File: src/rtl/pc_control_pkg.sv
// Shared types and default constants for the fetch-stage next-PC register.
// The select enum is what pc_next_sel decides and what pc_control registers on.
package pc_control_pkg;

  typedef enum logic [1:0] {
    PC_SEL_SEQ    = 2'd0,
    PC_SEL_BRANCH = 2'd1,
    PC_SEL_JUMP   = 2'd2,
    PC_SEL_HOLD   = 2'd3
  } pc_sel_t;

  localparam int          ADDR_W_DEF       = 32;
  localparam int          INCR_DEF         = 4;
  localparam logic [31:0] RESET_VECTOR_DEF = 32'h0000_0000;

endpackage

File: src/rtl/pc_control_next_sel.sv
// pc_next_sel: combinational priority encoder (stall > jumpReg > branch > sequential)
// plus the candidate-address mux. Holding is signalled through o_sel only.
module pc_next_sel
  import pc_control_pkg::*;
#(
  parameter int ADDR_W = ADDR_W_DEF,
  parameter int INCR   = INCR_DEF
) (
  input  logic              stall,
  input  logic              branch,
  input  logic              jumpReg,
  input  logic [ADDR_W-1:0] PC,
  input  logic [ADDR_W-1:0] branchAddress,
  input  logic [ADDR_W-1:0] jumpAddress,
  output pc_sel_t           o_sel,
  output logic [ADDR_W-1:0] o_addr
);

  localparam logic [ADDR_W-1:0] INCR_W = ADDR_W'(INCR);

  // Wraps modulo 2^ADDR_W; the carry is intentionally discarded.
  logic [ADDR_W-1:0] w_seq_addr;
  assign w_seq_addr = PC + INCR_W;

  always_comb begin
    o_sel  = PC_SEL_SEQ;
    o_addr = w_seq_addr;
    if (stall) begin
      o_sel = PC_SEL_HOLD;
    end else if (jumpReg) begin
      o_sel  = PC_SEL_JUMP;
      o_addr = jumpAddress;
    end else if (branch) begin
      o_sel  = PC_SEL_BRANCH;
      o_addr = branchAddress;
    end
  end

endmodule

File: src/rtl/pc_control.sv
// pc_control: registered next fetch address with synchronous active-low reset.
// Optional macro PC_CONTROL_ALIGN_CHECK_EN adds word-alignment of targets and a misaligned flag.
module pc_control
  import pc_control_pkg::*;
#(
  parameter int                ADDR_W       = ADDR_W_DEF,
  parameter int                INCR         = INCR_DEF,
  parameter logic [ADDR_W-1:0] RESET_VECTOR = RESET_VECTOR_DEF
) (
  input  logic              clk,
  input  logic              reset,
  input  logic              stall,
  input  logic              branch,
  input  logic              jumpReg,
  input  logic [ADDR_W-1:0] branchAddress,
  input  logic [ADDR_W-1:0] jumpAddress,
  input  logic [ADDR_W-1:0] PC,
`ifdef PC_CONTROL_ALIGN_CHECK_EN
  output logic              misaligned,
`endif
  output logic [ADDR_W-1:0] nextPC
);

  pc_sel_t           w_sel;
  logic [ADDR_W-1:0] w_cand;
  logic [ADDR_W-1:0] w_load;
  logic [ADDR_W-1:0] r_next_pc;

  pc_next_sel #(
    .ADDR_W (ADDR_W),
    .INCR   (INCR)
  ) u_next_sel (
    .stall         (stall),
    .branch        (branch),
    .jumpReg       (jumpReg),
    .PC            (PC),
    .branchAddress (branchAddress),
    .jumpAddress   (jumpAddress),
    .o_sel         (w_sel),
    .o_addr        (w_cand)
  );

`ifdef PC_CONTROL_ALIGN_CHECK_EN
  logic w_is_target;
  logic r_misaligned;

  assign w_is_target = (w_sel == PC_SEL_BRANCH) || (w_sel == PC_SEL_JUMP);
  // Only redirect targets are word-aligned; the sequential path is left as-is.
  assign w_load      = w_is_target ? {w_cand[ADDR_W-1:2], 2'b00} : w_cand;

  always_ff @(posedge clk) begin
    if (!reset) begin
      r_misaligned <= 1'b0;
    end else if (w_sel != PC_SEL_HOLD) begin
      r_misaligned <= w_is_target && (w_cand[1:0] != 2'b00);
    end
  end

  assign misaligned = r_misaligned;
`else
  assign w_load = w_cand;
`endif

  always_ff @(posedge clk) begin
    if (!reset) begin
      r_next_pc <= RESET_VECTOR;
    end else if (w_sel != PC_SEL_HOLD) begin
      r_next_pc <= w_load;
    end
  end

  assign nextPC = r_next_pc;

endmodule

File: config.mk
export PLATFORM = sky130hd
export DESIGN_NAME = pc_control
export DESIGN_NICKNAME = d
export VERILOG_FILES = /design/src/rtl/pc_control_pkg.sv /design/src/rtl/pc_control_next_sel.sv /design/src/rtl/pc_control.sv
export SDC_FILE = /design/constraint.sdc
export NUM_CORES = 1
export LEC_CHECK = 0
export ABC_AREA = 1
export BUFFER_PORTS_ARGS = -buffer_cell sky130_fd_sc_hd__buf_2
export CORE_ASPECT_RATIO = 0.75
export CORE_MARGIN = 2
export CORE_UTILIZATION = 49
export CTS_CLUSTER_SIZE = 14
export DETAILED_ROUTE_END_ITERATION = 10
export GPL_TIMING_DRIVEN = 0
export HOLD_SLACK_MARGIN = 0.08
export PLACE_DENSITY = 0.85
export SETUP_SLACK_MARGIN = 0.02
export SYNTH_ARGS = -nofsm -noshare
export SYNTH_HDL_FRONTEND = slang
export SYNTH_SLANG_ARGS = --single-unit
File: constraint.sdc
create_clock -name clk -period 1.9 [get_ports clk]
set_input_delay 0.38 -clock clk [delete_from_list [all_inputs] [get_ports clk]]
set_output_delay 0.38 -clock clk [all_outputs]
set_load 0.05 [all_outputs]
# Word level (Yosys, flattened, before mapping)
# Cells that the tools add are included.
word_totals:
  ff_bits: 32
  out_inout_bits: 32
  word_cells: 9
classes:
  add_sub_neg: 1
  eq_ne: 1
  mux: 6
ops:
  columns: ["op", "count"]
  rows:
  - ["$mux 32", 3]
  - ["$add 32x3->32 const B", 1]
  - ["$mux 2", 2]
  - ["$ne 2x2->1 const B", 1]
  - ["$mux 1", 1]

# Logic depth before layout (Yosys ltp)
# Gate-level depths: netlist of the first run.
depth:
  ltp_word: 4
  mapped_depth: 11
  mapped_depth_nobuf: 11

# Hierarchy
# Synthesis of the first run repeated with hierarchy kept, for this count alone.
hier_totals:
  cells_unflattened: 613
  hier_area_um2: 3225.6
by_module_without_submodules:
  columns: ["mod", "instances", "cells_each", "area_per_inst_um2", "seq_area_each_um2"]
  rows:
  - ["pc_next_sel", 1, 411, 1906.8, 0.0]
  - ["pc_control", 1, 202, 1318.8, 640.6]

# Worst setup path before layout of the first run
# No wires, ideal clock.
synth_timing:
  kind: "in2reg"
  start: "input PC[2]"
  end: "register r_next_pc[18] (netlist: nextPC[18])"
  t_arrival_ns: 1.328
  slack_ns: 0.502
  cell_stages: 10
  cell_sequence: "ha_1 nand2_1 nor2_2 nand2_2 nor2_2 xor2_1 nand2_1 nand2_1 nand2_1 a21oi_1"
synth_between:
  elab_chain_cells: 4
synth_rtl:
  columns: ["item", "line", "text"]
  rows:
  - ["start, declared", "pc_control.sv:17", "input logic [ADDR_W-1:0] PC,"]
  - ["$add 32x3->32 (*)", "pc_control_next_sel.sv:23", "assign w_seq_addr = PC + INCR_W;"]
  - ["$mux 32", "pc_control_next_sel.sv:33", "end else if (branch) begin"]
  - ["$mux 32", "pc_control_next_sel.sv:30", "end else if (jumpReg) begin"]
  - ["$mux 32 (*)", "pc_control_next_sel.sv:28", "if (stall) begin"]
  - ["end signal, assigned", "pc_control.sv:68", "r_next_pc <= w_load;"]
  - ["end, declared", "pc_control.sv:27", "logic [ADDR_W-1:0] r_next_pc;"]
# Every way passes the cells marked *; elsewhere a longest branch is shown, timed or not.
# A chain may end at the register's enable or synchronous reset.

# Worst setup path after layout of the first run
# Ends and elaborated chain as after synthesis.

==> results.ini, run 1 <==
[worst_setup_path]
worstReg2RegStart = nextPC[9]
reg2regPathDepth = 2
ff2ff_setup_slack_ns = 1.20
crit_required_ns = 2.12
crit_chain = buf_2 -> ha_1 -> nand2_1 -> nor2_2 -> nand2_2 -> nor2_2 -> xor2_1 -> nand2_1 -> nand2_1 -> nand2_1 -> a21oi_1
cp-startpoint = PC[2]
crit_end = nextPC[18]
critPathMaxFanout = 4
cpMaxStageDelayCell = xor2_1
end_kind = register
start_kind = primary input
worstSetupPathType = in -> reg
cp_slowest_stage_delay_ns = 0.25
regToRegEndpoint = nextPC[9]
cpMostUsedCell = nand2_1
worstPathArrival_ns = 1.85

[global_routing]
grt_max_degree = 11
track_usage = 0.309
gr-total-overflow = 0
grt_pass1_vias = 3054
antenna_found_initial = 0
grt_pass1_wl_mm = 13.8

[routing]
drt_first_pass_iters = 5
via_count = 3440
wire_per_inst_um = 14.1
antenna_left = 0
drc = 0
drtIter0Drc = 227
wirelength_mm = 8.85
viasPerCell = 5.48

[logic_synthesis]
yosysUniqueCellTypes = 27
syn-num-nets = 533
ys_seq_area_frac = 0.255
ys_warn_count = 0
synth_seq_cells = 32
syn_inst = 431
postSynthAreaPerCell_um2 = 5.82
syn_area_um2 = 2510

[cells_and_area]
final_common_cell = buf_2
instances_no_fill = 628
layout-drive-gt1-share = 0.280
antenna_cells = 0
final_util = 0.681
fillCellCount = 494
final_cell_mix = buf_2 (134), nand2_1 (100), nor2_1 (77)
largest_register_ffs = 32
syn2layout_area_growth_pct = 33.7
multi_input_area_um2 = 1690
nNetsFinal = 669
seq_area_um2 = 641
stdcell_area_um2 = 3360

[place]
io_buffers = 129
placed_cell_area_um2 = 3230
dpl.cell_count = 620
hpwlAfterDp_mm = 7.14
pre_cts_ws_ns = 0.0272
place_congestion = 0.923

[sta]
hold_ws_ns = 0.380
fin_crit_sh = 0.859
worst_pin_slew_ns = 0.516
fin_setup_tns_ns = 0
worst_slack_ns = 0.267
min_period_ns = 1.63
relSlewSlack = 0.656
grt_setup_unrepaired = false
final-setup-viol-count = 0
hold_violations = 0
clock.fmax_mhz = 612
fin_skew_ns = 0
maxSlewViolCount = 0

[cts]
cts_root_buf = clkbuf_8
clock-sinks = 32
hold_buffers = 0
post_cts_buffers = 0
cts_made_buffers = 5
path_clk_slew_ns = 0.07
max-clock-path-buffers = 2
cts_resized = 0
clk_latency_ns = 0.28
htree_num_levels = 2
cts_tree = yes

[worst_hold_path]
hp-class = in -> reg

[pwr]
total_power_mw = 2.14
vdd_drop_max_mv = 0.390
cellLeakagePower_nw = 1.64
powerDensity_nw_per_um2 = 638

[floorplanning]
rows = 22
die_x_um = 86.6
coreArea_um2 = 4930
io_pins = 133
dieArea_um2 = 5720
start_util = 0.509
dieHeight_um = 66.0

[outcome]
status = completed

[job]
cap_violations = 0

## worst max-delay path, delay by kind of cell
kind	cells	cell delay [ns]
simple gates	7	0.72
xor+xnor	1	0.25
fa+ha+maj	1	0.23
buf+inv	1	0.15
compound gates	1	0.11
## power breakdown
group,internal [mW],switching [mW]
Combinational,0.216,0.458
Clock,0.463,0.258
Sequential,0.723,0.0262
## Yosys cell counts
| master | n | area (µm²) |
|---|---|---|
| ha_1 | 1 | 12.5 |
| nand4_1 | 1 | 6.26 |
| dfxtp_1 | 32 | 641 |
| clkbuf_8 | 1 | 13.8 |
| nand3_1 | 26 | 130 |
| o211ai_1 | 2 | 15.0 |
| nor2_1 | 77 | 289 |
| a21oi_1 | 59 | 295 |
| xnor2_1 | 4 | 35.0 |
| nor3_4 | 1 | 16.3 |
| clkbuf_1 | 17 | 63.8 |
| o21ai_0 | 47 | 235 |
| or2_2 | 4 | 25.0 |
| xor2_1 | 9 | 78.8 |
| o21bai_1 | 1 | 7.51 |
| nand2_2 | 2 | 12.5 |
| nand3_2 | 2 | 20.0 |
| nor2_2 | 4 | 25.0 |
| inv_1 | 19 | 71.3 |
| and3_1 | 1 | 6.26 |
| inv_2 | 1 | 3.75 |
| nand3b_1 | 6 | 45.0 |
| or2_0 | 3 | 18.8 |
| buf_2 | 5 | 25.0 |
| nand2_1 | 100 | 375 |
| nor2_4 | 2 | 22.5 |
| nor3_1 | 4 | 20.0 |
## per-layer routing
layer  track usage  vias to the layer above  wire (µm)
li1              -                     1693          -
met1         0.417                     1540       3980
met2         0.504                      189       3910
met3        0.0674                       18        856
met4        0.0723                        0        104
met5             0                        -          0
## cell families (layout without fill, tap and decap cells)
family	Yosys count	in the layout	synth area share
XOR/XNOR	13	13	0.0454
AO/OA/AOI/OAI	109	109	0.220
adder cells (fa/ha/maj)	1	1	0.00498
flip-flops	32	32	0.255
AND/OR/NAND/NOR	233	233	0.403
buffers and inverters	43	180	0.0708
## final cells by class
cell class              instances  share of cell area
well taps                      60              0.0224
repair buffers                129               0.192
multi-input cells             356               0.504
inverters                      20              0.0224
clock buffers                   7              0.0287
flip-flops and latches         32               0.191
plain buffers                  23              0.0306
clock inverters                 1             0.00895
## worst min-delay path by stage
stage / startpoint / to / slack, ns / depth (start not counted)
floorplan: reset / nextPC[18] / 0.52 / 2
global placement: nextPC[2] / nextPC[2] / 0.51 / 2
detailed placement: nextPC[30] / nextPC[30] / 0.52 / 2
CTS: reset / nextPC[19] / 0.38 / 3
global route: jumpAddress[0] / nextPC[0] / 0.39 / 3
finish: jumpAddress[20] / nextPC[20] / 0.38 / 3
Note: power is estimated with default switching activity, not from simulation.
==> run 2: changes to the inputs <==
Settings changed: CORE_UTILIZATION 49 to 51, CTS_BUF_LIST from default to sky130_fd_sc_hd__clkbuf_2, PLACE_DENSITY 0.85 to 0.88.
==> run 2 against run 1 <==
- global-route usage is 1.0 points higher
- maximum frequency rose by 11%
- clock skew unchanged
- cell area fell by 1.8%
- sequential power is essentially flat
- clock-buffer cell count down 1
- clock power is 34% lower
- critical path type is now reg -> out
- critical endpoint is now nextPC[2]
- largest cell class unchanged
- highest routed layer unchanged
==> results.ini, run 2 (synthesized netlist as in run 1, its figures left out) <==
[outcome]
status = completed

[worst_hold_path]
whs_path_depth = 3  ; unchanged
min_from = jumpAddress[0]
hp-class = in -> reg
hold_end = nextPC[0]

[cts]
max-clock-path-buffers = 2  ; unchanged
cts_tree = yes
hold_buffers = 0  ; unchanged
path_clk_slew_ns = 0.18  ; +0.11 ns
cts_resized = 0  ; unchanged
htree_num_levels = 2  ; unchanged
clock-sinks = 32  ; unchanged
post_cts_buffers = 0  ; unchanged
cts_made_buffers = 5  ; unchanged
clk_latency_ns = 0.41  ; +0.13 ns
cts_root_buf = clkbuf_2

[worst_setup_path]
worstPathArrival_ns = 1.09  ; -0.76 ns
regToRegEndpoint = nextPC[23]
reg2regPathDepth = 2  ; unchanged
crit_family = flip-flops
cp.buffers_inverters = 1  ; unchanged
end_kind = output port
cpMaxStageDelayCell = dfxtp_1
start_kind = register
cp_slowest_stage_delay_ns = 0.40  ; +0.15 ns
crit_chain = buf_2
crit_required_ns = 1.52  ; -0.60 ns
worstSetupPathType = reg -> out
critPathMaxFanout = 2  ; -2
ff2ff_setup_slack_ns = 1.20  ; about the same
worstReg2RegStart = nextPC[23]

[routing]
viasPerCell = 5.40  ; -1.5%
antenna_left = 0  ; unchanged
wirelength_mm = 8.66  ; -2.1%
drtIter0Drc = 205  ; -9.7%
drt_first_pass_iters = 5  ; unchanged
wire_per_inst_um = 13.8  ; -2.1%
via_count = 3390  ; -1.5%
drc = 0  ; unchanged

[global_routing]
antenna_found_initial = 0  ; unchanged
track_usage = 0.319  ; +0.0104
grt_pass1_vias = 3088  ; +1.1%
grt_max_degree = 11  ; unchanged
grt_pass1_wl_mm = 13.9  ; +0.65%
gr-total-overflow = 0  ; unchanged

[cells_and_area]
syn2layout_area_growth_pct = 31.3
antenna_cells = 0  ; unchanged
fillCellCount = 459  ; -7.1%
final_common_cell = buf_2
largest_register_ffs = 32  ; unchanged
nNetsFinal = 669  ; unchanged
final_cell_mix = buf_2 (134), nand2_1 (100), nor2_1 (77)
layout-drive-gt1-share = 0.280  ; unchanged

[pwr]
total_power_mw = 1.89  ; -12%
cellLeakagePower_nw = 1.62  ; -1.3%
powerDensity_nw_per_um2 = 574  ; -10%
vdd_drop_max_mv = 0.375  ; -3.9%

[sta]
clock.fmax_mhz = 680  ; +11%
relSlewSlack = 0.664  ; +0.00800
hold_violations = 0  ; unchanged
worst_slack_ns = 0.429  ; +0.161 ns
grt_setup_unrepaired = false
fin_skew_ns = 0  ; unchanged
fin_crit_sh = 0.774  ; -0.0850
hold_ws_ns = 0.238  ; -0.141 ns
min_period_ns = 1.47  ; -0.161 ns
maxSlewViolCount = 0  ; unchanged
final-setup-viol-count = 0  ; unchanged
worst_pin_slew_ns = 0.504  ; -0.0120 ns
fin_setup_tns_ns = 0  ; unchanged

[floorplanning]
die_x_um = 85.0  ; -1.9%
io_pins = 133  ; unchanged
dieHeight_um = 64.8  ; -1.9%
dieArea_um2 = 5500  ; -3.7%
start_util = 0.521  ; +0.0116
rows = 22  ; unchanged
coreArea_um2 = 4820  ; -2.2%

[job]
cap_violations = 0  ; unchanged

[place]
io_buffers = 129  ; unchanged
hpwlAfterDp_mm = 7.11  ; -0.46%
pre_cts_ws_ns = 0.0832  ; +0.0561 ns
place_congestion = 0.891  ; -3.4%

-- run 2: worst max path at each step --
stage                     startpoint    endpoint  slack (ns)  depth (start not counted)
final                      nextPC[2]   nextPC[2]        0.43                          1
after global routing           PC[2]  nextPC[18]        0.39                         11
after CTS                  nextPC[2]   nextPC[2]        0.47                          1
after detailed placement       PC[2]  nextPC[16]        0.08                          9
after global placement         PC[2]  nextPC[18]        0.11                         11
after floorplan                PC[2]  nextPC[18]        0.50                         10
-- run 2: where the power goes --
| part | total [mW] | switching (mW) | leakage (nW) | internal, mW |
|---|---|---|---|---|
| registers | 0.748 | 0.0252 | 0.266 | 0.723 |
| logic | 0.670 | 0.455 | 1.31 | 0.215 |
| clock network | 0.474 | 0.248 | 0.0430 | 0.226 |
| total | 1.89 | 0.728 | 1.62 | 1.16 |
-- run 2: through the flow --
stage | cells | util | area [µm²]
after floorplan | 431 | - | 2510
after global placement | 620 | 0.671 | 3230
after detailed placement | 620 | 0.671 | 3230
after CTS | 628 | 0.684 | 3300
after global routing | 628 | 0.684 | 3300
final | 628 | 0.684 | 3300
-- run 2: layer usage --
metal  vias up  GRT usage  wire (µm)
met5         -          0          0
met4         0     0.0893        237
met3        24     0.0828        892
met2       186      0.531       3740
met1      1489      0.410       3790
li1       1691          -          -
-- run 2: cell type report --
class	count	area [µm²]	area share
Buffer	23	103	0.0311
Inverter	20	75.1	0.0228
Tap cell	60	75.1	0.0228
Clock inverter	2	35.0	0.0106
Multi-Input combinational cell	356	1690	0.513
Clock buffer	6	30.0	0.00911
Timing Repair Buffer	129	646	0.196
Sequential cell	32	641	0.194
-- run 2: worst register-to-register path, cell delays in order (launching register included) --
cell and delay (ns):
dfxtp_1 0.35, o21ai_0 0.19, a21oi_1 0.07
